[config.mk]
export PLATFORM = sky130hd
export DESIGN_NAME = cdb_arbiter
export DESIGN_NICKNAME = d
export VERILOG_FILES = /design/src/rtl/cdb_arbiter.sv
export SDC_FILE = /design/constraint.sdc
export NUM_CORES = 1
export LEC_CHECK = 0
export BUFFER_PORTS_ARGS = -buffer_cell sky130_fd_sc_hd__buf_2
export CORE_UTILIZATION = 30
export DETAILED_ROUTE_END_ITERATION = 8
export SLEW_MARGIN = 20
export SYNTH_ARGS = -nofsm -noshare
export SYNTH_HDL_FRONTEND = slang
export SYNTH_SLANG_ARGS = --single-unit
export TNS_END_PERCENT = 1
[constraint.sdc]
create_clock -name clk_i -period 6.5 [get_ports clk_i]
set_clock_uncertainty 0.15 [all_clocks]
set_input_delay 1.3 -clock clk_i [delete_from_list [all_inputs] [get_ports clk_i]]
set_output_delay 1.3 -clock clk_i [all_outputs]
set_load 0.05 [all_outputs]
[src/rtl/cdb_arbiter.sv]
// cdb_arbiter: round-robin arbitration of NUM_REQ one-entry result buffers onto a registered CDB; optional stall statistics under CDB_ARB_STATS_EN
module cdb_arbiter #(
  parameter int NUM_REQ     = 4,
  parameter int STALL_CNT_W = 16,
  parameter int TAG_W       = 6
) (
  input  logic                              clk_i,
  input  logic                              reset_ni,
  input  logic [NUM_REQ-1:0]                req_valid_i,
  input  logic [NUM_REQ-1:0][TAG_W-1:0]     req_tag_i,
  input  logic [NUM_REQ-1:0][31:0]          req_val_i,
  input  logic [NUM_REQ-1:0]                req_spec_i,
  output logic [NUM_REQ-1:0]                req_ready_o,
  input  logic                              flush_i,
  input  logic                              commit_i,
`ifdef CDB_ARB_STATS_EN
  output logic [NUM_REQ-1:0][STALL_CNT_W-1:0] stall_cnt_o,
`endif
  output logic [TAG_W+31:0]                 cdb_o
);
  localparam int PW = (NUM_REQ > 1) ? $clog2(NUM_REQ) : 1;
  localparam logic [TAG_W-1:0] NO_VAL = '0;
  logic [NUM_REQ-1:0]             r_buf_v;
  logic [NUM_REQ-1:0][TAG_W-1:0]  r_buf_tag;
  logic [NUM_REQ-1:0][31:0]       r_buf_val;
  logic [NUM_REQ-1:0]             r_buf_spec;
  logic [PW-1:0]                  r_rr_ptr;
  logic [TAG_W-1:0]               r_cdb_tag;
  logic [31:0]                    r_cdb_val;
  logic [PW-1:0]                  w_cand [NUM_REQ];
  logic [NUM_REQ-1:0]             w_gnt;
  logic [PW-1:0]                  w_gnt_idx;
  logic                           w_gnt_any;
  logic                           w_commit;
  logic                           w_bcast;
  logic [NUM_REQ-1:0]             w_load;
  // search order: rr_ptr, rr_ptr+1, ... wrapping modulo NUM_REQ
  always_comb begin
    for (int i = 0; i < NUM_REQ; i++) w_cand[i] = PW'((int'(r_rr_ptr) + i) % NUM_REQ);
  end
  // one-hot grant to the first valid buffer in search order; last write wins so scan backwards
  always_comb begin
    w_gnt_idx = '0;
    w_gnt_any = 1'b0;
    for (int i = NUM_REQ - 1; i >= 0; i--) begin
      if (r_buf_v[w_cand[i]]) begin
        w_gnt_idx = w_cand[i];
        w_gnt_any = 1'b1;
      end
    end
    w_gnt = w_gnt_any ? (NUM_REQ'(1) << w_gnt_idx) : '0;
  end
  // flush overrides commit; a squashed grant still consumes its slot but is not broadcast
  always_comb begin
    w_commit    = commit_i & ~flush_i;
    w_bcast     = w_gnt_any & ~(flush_i & r_buf_spec[w_gnt_idx]);
    req_ready_o = ~r_buf_v | w_gnt;
    w_load      = '0;
    for (int k = 0; k < NUM_REQ; k++)
      w_load[k] = req_valid_i[k] & req_ready_o[k] & (req_tag_i[k] != NO_VAL) & ~(flush_i & req_spec_i[k]);
  end
  // holding buffers: load takes priority over drain, flush squash and commit
  always_ff @(posedge clk_i or negedge reset_ni) begin
    if (!reset_ni) begin
      r_buf_v    <= '0;
      r_buf_tag  <= '0;
      r_buf_val  <= '0;
      r_buf_spec <= '0;
    end else begin
      for (int k = 0; k < NUM_REQ; k++) begin
        if (w_load[k]) begin
          r_buf_v[k]    <= 1'b1;
          r_buf_tag[k]  <= req_tag_i[k];
          r_buf_val[k]  <= req_val_i[k];
          r_buf_spec[k] <= req_spec_i[k] & ~w_commit;
        end else begin
          if (w_gnt[k] | (flush_i & r_buf_spec[k])) r_buf_v[k] <= 1'b0;
          if (w_commit) r_buf_spec[k] <= 1'b0;
        end
      end
    end
  end
  // round-robin pointer and registered bus; idle keeps the last value, only the tag goes NO_VAL
  always_ff @(posedge clk_i or negedge reset_ni) begin
    if (!reset_ni) begin
      r_rr_ptr  <= '0;
      r_cdb_tag <= NO_VAL;
      r_cdb_val <= '0;
    end else begin
      if (w_gnt_any) r_rr_ptr <= PW'((int'(w_gnt_idx) + 1) % NUM_REQ);
      r_cdb_tag <= w_bcast ? r_buf_tag[w_gnt_idx] : NO_VAL;
      if (w_bcast) r_cdb_val <= r_buf_val[w_gnt_idx];
    end
  end
  assign cdb_o = {r_cdb_tag, r_cdb_val};
`ifdef CDB_ARB_STATS_EN
  logic [NUM_REQ-1:0][STALL_CNT_W-1:0] r_stall;
  // saturating count of cycles a requester is valid but refused
  always_ff @(posedge clk_i or negedge reset_ni) begin
    if (!reset_ni) r_stall <= '0;
    else
      for (int k = 0; k < NUM_REQ; k++)
        if (req_valid_i[k] & ~req_ready_o[k] & ~&r_stall[k]) r_stall[k] <= r_stall[k] + STALL_CNT_W'(1);
  end
  assign stall_cnt_o = r_stall;
`endif
endmodule

==> flow_results.xml, run 1 <==
<?xml version="1.0" encoding="UTF-8"?>
<metrics>
  <group name="timing">
    <metric name="fin_tns_setup" unit="ns">0</metric>
    <metric name="report.final.setup_viol" unit="">0</metric>
    <metric name="maxClockFrequency" unit="GHz">0.289</metric>
    <metric name="final.min_clock_period" unit="ns">3.46</metric>
    <metric name="worstMarginPinSlew" unit="ns">0.966</metric>
    <metric name="final.period_utilization" unit="%">53.2</metric>
    <metric name="setup_repair_after_global_routing_missed_its_margin" unit="">false</metric>
    <metric name="final-hold-violation-count" unit="">0</metric>
    <metric name="final-max-slew-violation-count" unit="">0</metric>
    <metric name="max_slew_headroom" unit="%">35.1</metric>
  </group>
  <group name="placement">
    <metric name="io_buffer_count" unit="">205</metric>
    <metric name="globalplace.congestion" unit="">0.751</metric>
    <metric name="place.detailed.hpwl" unit="µm">14800</metric>
  </group>
  <group name="grt">
    <metric name="globalRoute.totalOverflow" unit="">0</metric>
    <metric name="grt_start_max_net_pins" unit="">112</metric>
    <metric name="global_route.usage.total" unit="%">15.4</metric>
    <metric name="first_global_vias" unit="">6065</metric>
    <metric name="initial_antenna_violation_count" unit="">1</metric>
    <metric name="grt_pass1_wl" unit="µm">35400</metric>
  </group>
  <group name="clocking">
    <metric name="cts_num_sinks" unit="">200</metric>
    <metric name="worst_setup_hold_path_clk_slew" unit="ns">0.08</metric>
    <metric name="post-cts-setup-buffer-count" unit="">0</metric>
    <metric name="tritoncts" unit="">done</metric>
    <metric name="clk_latency" unit="ns">0.44</metric>
    <metric name="h_tree_lvls" unit="">4</metric>
    <metric name="cts_buffers" unit="">17</metric>
    <metric name="number_of_gates_given_a_new_drive_strength_after_cts" unit="">0</metric>
    <metric name="hold_buffers" unit="">0</metric>
    <metric name="cts_max_path_buffers" unit="">2</metric>
    <metric name="ctsRootBufferMaster" unit="">sky130_fd_sc_hd__clkbuf_16</metric>
  </group>
  <group name="job">
    <metric name="drv_cap" unit="">0</metric>
  </group>
  <group name="setup_path">
    <metric name="critPathMaxFanout" unit="">9</metric>
    <metric name="setup.worst_path.start" unit="">r_buf_v[1]$_DFFE_PN0P_</metric>
    <metric name="critical-path-max-stage-delay" unit="ns">0.50</metric>
    <metric name="rr_startpoint" unit="">r_buf_v[0]$_DFFE_PN0P_</metric>
    <metric name="cp_data_arrival_time" unit="ns">2.01</metric>
    <metric name="r2r_setup_slack" unit="ns">3.19</metric>
    <metric name="end_kind" unit="">primary output</metric>
    <metric name="critPathRequiredTime" unit="ns">5.05</metric>
    <metric name="critPathSlowestCell" unit="">sky130_fd_sc_hd__dfrtp_1</metric>
    <metric name="crit_path_cell_trace" unit="">nor2_1, a21oi_1, o211ai_1, buf_2</metric>
    <metric name="crit_path_start_kind" unit="">flip-flop</metric>
    <metric name="critPathKind" unit="">reg -&gt; out</metric>
  </group>
  <group name="logic_synthesis">
    <metric name="synth-main-ff-cell" unit="">sky130_fd_sc_hd__dfrtp_1</metric>
    <metric name="avgSynthCellArea" unit="µm²">14.3</metric>
    <metric name="edff_count_synth" unit="">0</metric>
    <metric name="synth.distinct_cells" unit="">39</metric>
    <metric name="postSynth.asyncResetShare" unit="%">100</metric>
    <metric name="ys.warnings.count" unit="">0</metric>
    <metric name="synth.yosys.seq_area_share" unit="%">56.3</metric>
    <metric name="post_synth_instance_area" unit="µm²">8890</metric>
    <metric name="netlist.area_leader.share" unit="%">56.3</metric>
    <metric name="synth.area.top_cells" unit="">sky130_fd_sc_hd__dfrtp_1, sky130_fd_sc_hd__mux2_2, sky130_fd_sc_hd__mux2i_1</metric>
    <metric name="syn_nets" unit="">787</metric>
    <metric name="postSynthRegisterBits" unit="">200</metric>
    <metric name="synthDominantAreaCellType" unit="">sky130_fd_sc_hd__dfrtp_1</metric>
    <metric name="netlist_instances" unit="">623</metric>
  </group>
  <group name="pwr">
    <metric name="p_switching" unit="mW">2.62</metric>
    <metric name="peakVddDrop" unit="mV">0.259</metric>
    <metric name="power.share.combinational" unit="%">49.0</metric>
    <metric name="leakage" unit="nW">5.13</metric>
    <metric name="p_clk_share" unit="%">16.6</metric>
    <metric name="internal-power" unit="mW">3.96</metric>
    <metric name="pwr_density_cell" unit="nW/µm²">602</metric>
    <metric name="design_power_total" unit="mW">6.58</metric>
    <metric name="sequentialPowerShare" unit="%">34.4</metric>
    <metric name="power.share.switching" unit="%">39.8</metric>
  </group>
  <group name="die">
    <metric name="floorplan.initialDensity" unit="%">30.7</metric>
    <metric name="die_h" unit="µm">174</metric>
    <metric name="floorplan.io_pins" unit="">206</metric>
    <metric name="placeableCoreArea" unit="µm²">28900</metric>
    <metric name="die_x" unit="µm">174</metric>
    <metric name="fp-row-count" unit="">62</metric>
    <metric name="die_area" unit="µm²">30300</metric>
  </group>
  <group name="routing">
    <metric name="routed_wire_length_per_instance" unit="µm">18.3</metric>
    <metric name="route.vias.total" unit="">5682</metric>
    <metric name="topRoutingLayerUsed" unit="">met4</metric>
    <metric name="drtPass1Iterations" unit="">4</metric>
    <metric name="initialDrtViolationCount" unit="">298</metric>
    <metric name="routed-wl-met3" unit="µm">1010</metric>
    <metric name="m1_wire_length" unit="µm">10200</metric>
    <metric name="via_per_inst" unit="">4.67</metric>
    <metric name="routed_wl" unit="µm">22300</metric>
    <metric name="drcViolationCount" unit="">0</metric>
    <metric name="met2_wirelength" unit="µm">10900</metric>
    <metric name="drtAntennaViolNets" unit="">0</metric>
  </group>
  <group name="layout">
    <metric name="final_net_count" unit="">984</metric>
    <metric name="proportion_of_layout_cells_with_a_drive_suffix_above_1" unit="%">51.4</metric>
    <metric name="areaGrowthSynthToFinish" unit="%">22.9</metric>
  </group>
  <group name="min_path">
    <metric name="hold_path_class" unit="">reg -&gt; reg</metric>
    <metric name="hold_path.startpoint" unit="">r_cdb_val[22]$_DFFE_PN0P_</metric>
  </group>
  <group name="outcome">
    <metric name="run_status" unit="">completed</metric>
  </group>
</metrics>
==> routing by layer <==
metal | vias to the layer above | global-route usage (%)
li1 | 2635 | -
met5 | - | 0
met1 | 2898 | 20.2
met3 | 14 | 3.35
met4 | 0 | 3.98
met2 | 135 | 25.6
==> stage by stage <==
step | hold WS, ns | area (µm²) | std cells | setup WS (ns) | utilization [%]
after detailed placement | 0.330 | 10300 | 1185 | 3.17 | 35.7
after floorplan | 0.329 | 8890 | 623 | 3.18 | -
final | 0.345 | 10900 | 1218 | 3.04 | 37.7
after global placement | 0.315 | 10300 | 1185 | 3.19 | 35.7
after CTS | 0.350 | 10900 | 1217 | 3.02 | 37.7
after global routing | 0.367 | 10900 | 1217 | 2.88 | 37.7
==> power by group through the flow <==
stage | sequential (mW) | clock [mW] | combinational, mW
final | 2.27 | 1.09 | 3.23
after global routing | 2.35 | 1.18 | 3.50
after CTS | 2.27 | 1.13 | 3.29
after detailed placement | 2.29 | 0 | 3.28
after global placement | 2.28 | 0 | 3.22
after floorplan | 2.59 | 0 | 2.22
==> registers in the layout (all words and copies together), names as in the netlist <==
| signal | count |
|---|---|
| r_rr_ptr | 2 |
| r_cdb_val | 32 |
| r_cdb_tag | 6 |
| r_buf_tag | 24 |
| r_buf_val | 128 |
| r_buf_v | 4 |
| r_buf_spec | 4 |
==> path summary, 6_finish.rpt <==
path	end	cells past startpoint
min	r_cdb_val[22]$_DFFE_PN0P_	1
min reg2reg	r_cdb_val[22]$_DFFE_PN0P_	1
max reg2reg	r_cdb_val[15]$_DFFE_PN0P_	8
max	req_ready_o[0]	4
max in group asynchronous	r_cdb_val[20]$_DFFE_PN0P_	2
min in group asynchronous	r_buf_tag[17]$_DFFE_PN0P_	1
==> area by class of cell <==
type	instances	area, µm²
Timing Repair Buffer	215	1120
Inverter	4	15.0
Multi-Input combinational cell	382	3710
Clock inverter	13	135
Fill cell	2836	18000
Clock buffer	19	453
Sequential cell	200	5000
Antenna cell	1	2.50
Tap cell	384	480
==> cells in the mapped netlist, types with 3 or more instances <==
cell                       count
sky130_fd_sc_hd__a21oi_1       9
sky130_fd_sc_hd__and3_1        6
sky130_fd_sc_hd__buf_1        11
sky130_fd_sc_hd__buf_2        12
sky130_fd_sc_hd__clkbuf_1     10
sky130_fd_sc_hd__dfrtp_1     200
sky130_fd_sc_hd__inv_1         4
sky130_fd_sc_hd__mux2_1       14
sky130_fd_sc_hd__mux2_2      170
sky130_fd_sc_hd__mux2i_1     112
sky130_fd_sc_hd__nand2_1      24
sky130_fd_sc_hd__nor2_1       11
sky130_fd_sc_hd__nor4_1        3
sky130_fd_sc_hd__o21ai_0       3
==> cell usage in the layout (no fill, tap or decap), drive strengths merged <==
cell and n:
o211ai 1, a21oi 9, and3 6, nor3 2, nor2 12, nor2b 3, dfrtp 200, o21a 1
a221oi 1, o311a 2, a311oi 1, or3b 1, or3 1, nand2 24, nand2b 1, or2 2
clkbuf 20, a21boi 2, mux2i 112, a211oi 1, diode 1, clkinv 5, bufinv 1, buf 214
clkinvlp 1, o221ai 1, mux2 185, a21o 2, inv 10, o21ai 3, o22ai 1, nand4 2
nor4 3, xnor2 1, or4 2
==> worst max-delay path: cells and delay by family (launching register included) <==
family	cells	cell delay (ns)
AO/OA/AOI/OAI	2	0.52
AND/OR/NAND/NOR	1	0.18
buffers and inverters	1	0.37
flip-flops	1	0.50
==> cells by family (layout without fill, tap and decap cells) <==
family | Yosys count | after routing | share of synthesized area (%)
flops | 200 | 200 | 56.3
buf+inv | 41 | 251 | 2.24
other cells | 0 | 1 | 0
mux | 297 | 297 | 36.1
xor+xnor | 1 | 1 | 0.0985
compound gates | 25 | 25 | 2.00
simple gates | 59 | 59 | 3.28
Note: power is estimated with default switching activity, not from simulation.
==> inputs of run 2 (changes only) <==
--- a/config.mk
+++ b/config.mk
@@ -5,6 +5,7 @@
 export SDC_FILE = /design/constraint.sdc
 export NUM_CORES = 1
 export LEC_CHECK = 0
+export ABC_AREA = 1
 export BUFFER_PORTS_ARGS = -buffer_cell sky130_fd_sc_hd__buf_2
 export CORE_UTILIZATION = 30
 export DETAILED_ROUTE_END_ITERATION = 8
==> constraint.sdc (replaced) <==
create_clock -name clk_i -period 3.1 [get_ports clk_i]
set_clock_uncertainty 0.15 [all_clocks]
set_input_delay 0.62 -clock clk_i [delete_from_list [all_inputs] [get_ports clk_i]]
set_output_delay 0.62 -clock clk_i [all_outputs]
set_load 0.05 [all_outputs]
==> run 2 against run 1 <==
Against the previous run:
- core utilization fell by 0.53 points
- worst setup slack got worse by 3.0 ns
- the flow now finishes with violations (DRC)
- clock-buffer cell count up 1
- highest routed layer unchanged
- synthesized area grew 6.1%
- largest cell class unchanged
==> flow_results.xml, run 2 <==
<?xml version="1.0" encoding="UTF-8"?>
<metrics>
  <group name="logic_synthesis">
    <metric name="avgSynthCellArea" unit="µm²">7.70</metric>
    <metric name="postSynthRegisterBits" unit="">200</metric>
    <metric name="syn_nets" unit="">1389</metric>
    <metric name="synth_commonest_cells" unit="">sky130_fd_sc_hd__nand2_1, sky130_fd_sc_hd__dfrtp_1, sky130_fd_sc_hd__inv_1, sky130_fd_sc_hd__nor2_1, sky130_fd_sc_hd__nand3_1</metric>
    <metric name="post_synth_instance_area" unit="µm²">9430</metric>
    <metric name="post-synth-top-count-cell" unit="">sky130_fd_sc_hd__nand2_1</metric>
    <metric name="synth.area.top_cells" unit="">sky130_fd_sc_hd__dfrtp_1, sky130_fd_sc_hd__nand2_1, sky130_fd_sc_hd__nand3_1</metric>
    <metric name="synth.distinct_cells" unit="">24</metric>
    <metric name="netlist_instances" unit="">1225</metric>
    <metric name="netlist.area_leader.share" unit="%">53.1</metric>
    <metric name="postSynth.asyncResetShare" unit="%">100</metric>
    <metric name="synth-main-ff-cell" unit="">sky130_fd_sc_hd__dfrtp_1</metric>
    <metric name="edff_count_synth" unit="">0</metric>
    <metric name="synth.yosys.seq_area_share" unit="%">53.1</metric>
    <metric name="synthDominantAreaCellType" unit="">sky130_fd_sc_hd__dfrtp_1</metric>
    <metric name="ys.warnings.count" unit="">0</metric>
  </group>
  <group name="layout">
    <metric name="largest_reg_flops" unit="">128</metric>
    <metric name="largest-register" unit="">r_buf_val</metric>
    <metric name="final_net_count" unit="">1579</metric>
    <metric name="layout.cells.most_common" unit="">sky130_fd_sc_hd__nand2_1</metric>
    <metric name="areaGrowthSynthToFinish" unit="%">21.4</metric>
    <metric name="mostFrequentLayoutCells" unit="">sky130_fd_sc_hd__nand2_1, sky130_fd_sc_hd__buf_2, sky130_fd_sc_hd__dfrtp_1</metric>
    <metric name="largestRegisters" unit="">r_buf_val: 128 flops, r_cdb_val: 32 flops, r_buf_tag: 24 flops</metric>
    <metric name="postLayoutCellArea" unit="µm²">11400</metric>
    <metric name="proportion_of_layout_cells_with_a_drive_suffix_above_1" unit="%">20.9</metric>
    <metric name="nFillCells" unit="">3309</metric>
  </group>
  <group name="timing">
    <metric name="maxClockFrequency" unit="GHz">0.332</metric>
    <metric name="final-hold-violation-count" unit="">0</metric>
    <metric name="report.final.setup_viol" unit="">0</metric>
    <metric name="final-max-slew-violation-count" unit="">0</metric>
    <metric name="final.period_utilization" unit="%">97.1</metric>
    <metric name="max_slew_headroom" unit="%">57.5</metric>
    <metric name="worstMarginPinSlew" unit="ns">0.638</metric>
    <metric name="final.min_clock_period" unit="ns">3.01</metric>
  </group>
  <group name="routing">
    <metric name="drtAntennaViolNets" unit="">0</metric>
    <metric name="via_per_inst" unit="">4.49</metric>
    <metric name="routed_wire_length_per_instance" unit="µm">15.4</metric>
    <metric name="route.vias.total" unit="">8197</metric>
    <metric name="drtPass1Iterations" unit="">7</metric>
    <metric name="routed_wl" unit="µm">28100</metric>
    <metric name="drcViolationCount" unit="">18</metric>
    <metric name="initialDrtViolationCount" unit="">551</metric>
  </group>
  <group name="outcome">
    <metric name="violated_checks" unit="">DRC</metric>
    <metric name="run_status" unit="">complete, but fails checks</metric>
  </group>
  <group name="die">
    <metric name="fp-row-count" unit="">64</metric>
    <metric name="die_x" unit="µm">179</metric>
    <metric name="die_area" unit="µm²">32200</metric>
    <metric name="floorplan.initialDensity" unit="%">30.7</metric>
    <metric name="floorplan.io_pins" unit="">206</metric>
    <metric name="placeableCoreArea" unit="µm²">30700</metric>
    <metric name="die_h" unit="µm">179</metric>
  </group>
  <group name="setup_path">
    <metric name="critPathMaxFanout" unit="">7</metric>
    <metric name="crit_path_start_kind" unit="">flip-flop</metric>
    <metric name="crit_path_cell_trace" unit="">buf_4, nand2_1, nand2_1, nand2_2, nand2_2, nor2_4, nor2_1, nand2_2, nand2_8, inv_4, nand3_2, nand2_4, buf_6</metric>
    <metric name="end_kind" unit="">primary output</metric>
    <metric name="critPathRequiredTime" unit="ns">2.33</metric>
    <metric name="cp_data_arrival_time" unit="ns">2.24</metric>
    <metric name="cpMostUsedCell" unit="">sky130_fd_sc_hd__nand2_2</metric>
    <metric name="critPathSlowestCell" unit="">sky130_fd_sc_hd__dfrtp_2</metric>
    <metric name="critPathKind" unit="">reg -&gt; out</metric>
    <metric name="critical-path-max-stage-delay" unit="ns">0.46</metric>
  </group>
  <group name="min_path">
    <metric name="hold_path_class" unit="">in -&gt; async</metric>
  </group>
  <group name="grt">
    <metric name="grt_pass1_wl" unit="µm">43200</metric>
    <metric name="initial_antenna_violation_count" unit="">1</metric>
    <metric name="grt_start_max_net_pins" unit="">76</metric>
    <metric name="global_route.usage.total" unit="%">17.8</metric>
    <metric name="first_global_vias" unit="">7798</metric>
    <metric name="globalRoute.totalOverflow" unit="">0</metric>
  </group>
  <group name="job">
    <metric name="drv_cap" unit="">0</metric>
  </group>
  <group name="clocking">
    <metric name="tritoncts" unit="">done</metric>
    <metric name="clk_latency" unit="ns">0.44</metric>
    <metric name="cts_buffers" unit="">17</metric>
    <metric name="cts_num_sinks" unit="">200</metric>
    <metric name="cts_max_path_buffers" unit="">2</metric>
    <metric name="ctsRootBufferMaster" unit="">sky130_fd_sc_hd__clkbuf_16</metric>
    <metric name="hold_buffers" unit="">0</metric>
    <metric name="worst_setup_hold_path_clk_slew" unit="ns">0.07</metric>
    <metric name="h_tree_lvls" unit="">4</metric>
  </group>
  <group name="placement">
    <metric name="globalplace.congestion" unit="">0.890</metric>
    <metric name="postPlaceCellArea" unit="µm²">10800</metric>
    <metric name="io_buffer_count" unit="">205</metric>
    <metric name="place.detailed.hpwl" unit="µm">20000</metric>
  </group>
</metrics>
## run 2: cell count changes after synthesis, moves of 14 or more
| cell | change |
|---|---|
| sky130_fd_sc_hd__nor2_1 | +81 |
| sky130_fd_sc_hd__nand3_1 | +89 |
| sky130_fd_sc_hd__a21oi_1 | +59 |
| sky130_fd_sc_hd__o21ai_1 | +14 |
| sky130_fd_sc_hd__mux2i_1 | -112 |
| sky130_fd_sc_hd__mux2_1 | -14 |
| sky130_fd_sc_hd__o21ai_0 | +40 |
| sky130_fd_sc_hd__buf_6 | +16 |
| sky130_fd_sc_hd__inv_1 | +102 |
| sky130_fd_sc_hd__mux2_2 | -170 |
| sky130_fd_sc_hd__nand2_1 | +491 |
## run 2: what timing repair did
item	4_1_cts	5_1_grt
resized for setup	2	21
pin swaps	0	3
endpoints found under the setup margin	3	4
buffers inserted	0	10
## run 2: kinds of logic (layout without fill, tap and decap cells)
kind of cell	after synthesis	count (layout)	share of synthesized area, %
AND/OR/NAND/NOR	720	720	30.9
flip-flops	200	200	53.1
buffers and inverters	176	379	9.14
AO/OA/AOI/OAI	129	129	6.94
other	0	1	0
## run 2: final timing paths
| path | start | to | slack, ns | cells past startpoint |
|---|---|---|---|---|
| setup / recovery | r_rr_ptr[0]$_DFFE_PN0P_ | req_ready_o[0] | 0.09 | 13 |
| hold / removal | reset_ni | r_buf_tag[22]$_DFFE_PN0P_ | 0.01 | 1 |
| setup reg to reg | r_rr_ptr[0]$_DFFE_PN0P_ | r_cdb_val[9]$_DFFE_PN0P_ | 0.29 | 17 |
| max in group asynchronous | reset_ni | r_buf_val[90]$_DFFE_PN0P_ | 2.02 | 2 |
| hold reg to reg | r_cdb_val[10]$_DFFE_PN0P_ | r_cdb_val[10]$_DFFE_PN0P_ | 0.32 | 2 |
| min in group clk_i | req_val_i[96] | r_buf_val[96]$_DFFE_PN0P_ | 0.22 | 3 |
## run 2: routing by layer
layer | vias to the layer above | wire [µm] | global-route usage (%)
met5 | - | 0 | 0
met3 | 29 | 1380 | 2.84
met1 | 3817 | 13700 | 26.3
met2 | 192 | 12400 | 26.1
li1 | 4159 | - | -
met4 | 0 | 661 | 6.20
## run 2: stage by stage
step                      std cells  hold slack, ns  setup TNS, ns  utilization (%)  setup slack (ns)
after floorplan                1225           0.174              0                -             0.581
after global placement         1782           0.302              0             35.0             0.380
after detailed placement       1782           0.304              0             35.0             0.317
after CTS                      1814          0.0127              0             36.8           0.00720
after global routing           1825          0.0337        -0.0517             37.2           -0.0250
final                          1825         0.00996              0             37.2            0.0884
## run 2: cell type report
class | count | area [µm²] | area share (%)
antenna | 1 | 2.50 | 0.0219
timing repair buffer | 234 | 1350 | 11.8
clock buffer | 20 | 447 | 3.90
clock inverter | 12 | 105 | 0.918
multi-input combinational | 849 | 3600 | 31.5
sequential | 200 | 5010 | 43.7
inverter | 113 | 434 | 3.79
tap | 396 | 495 | 4.33
## run 2: worst max-delay path: cells and delay by family (launching register included)
family,cells,cell delay [ns]
flip-flops,1,0.46
buffers and inverters,3,0.40
AND/OR/NAND/NOR,10,0.94
Power of run 2 is not shown: default switching activity piles up to over one toggle a cycle in this logic, so the estimate is an artifact.
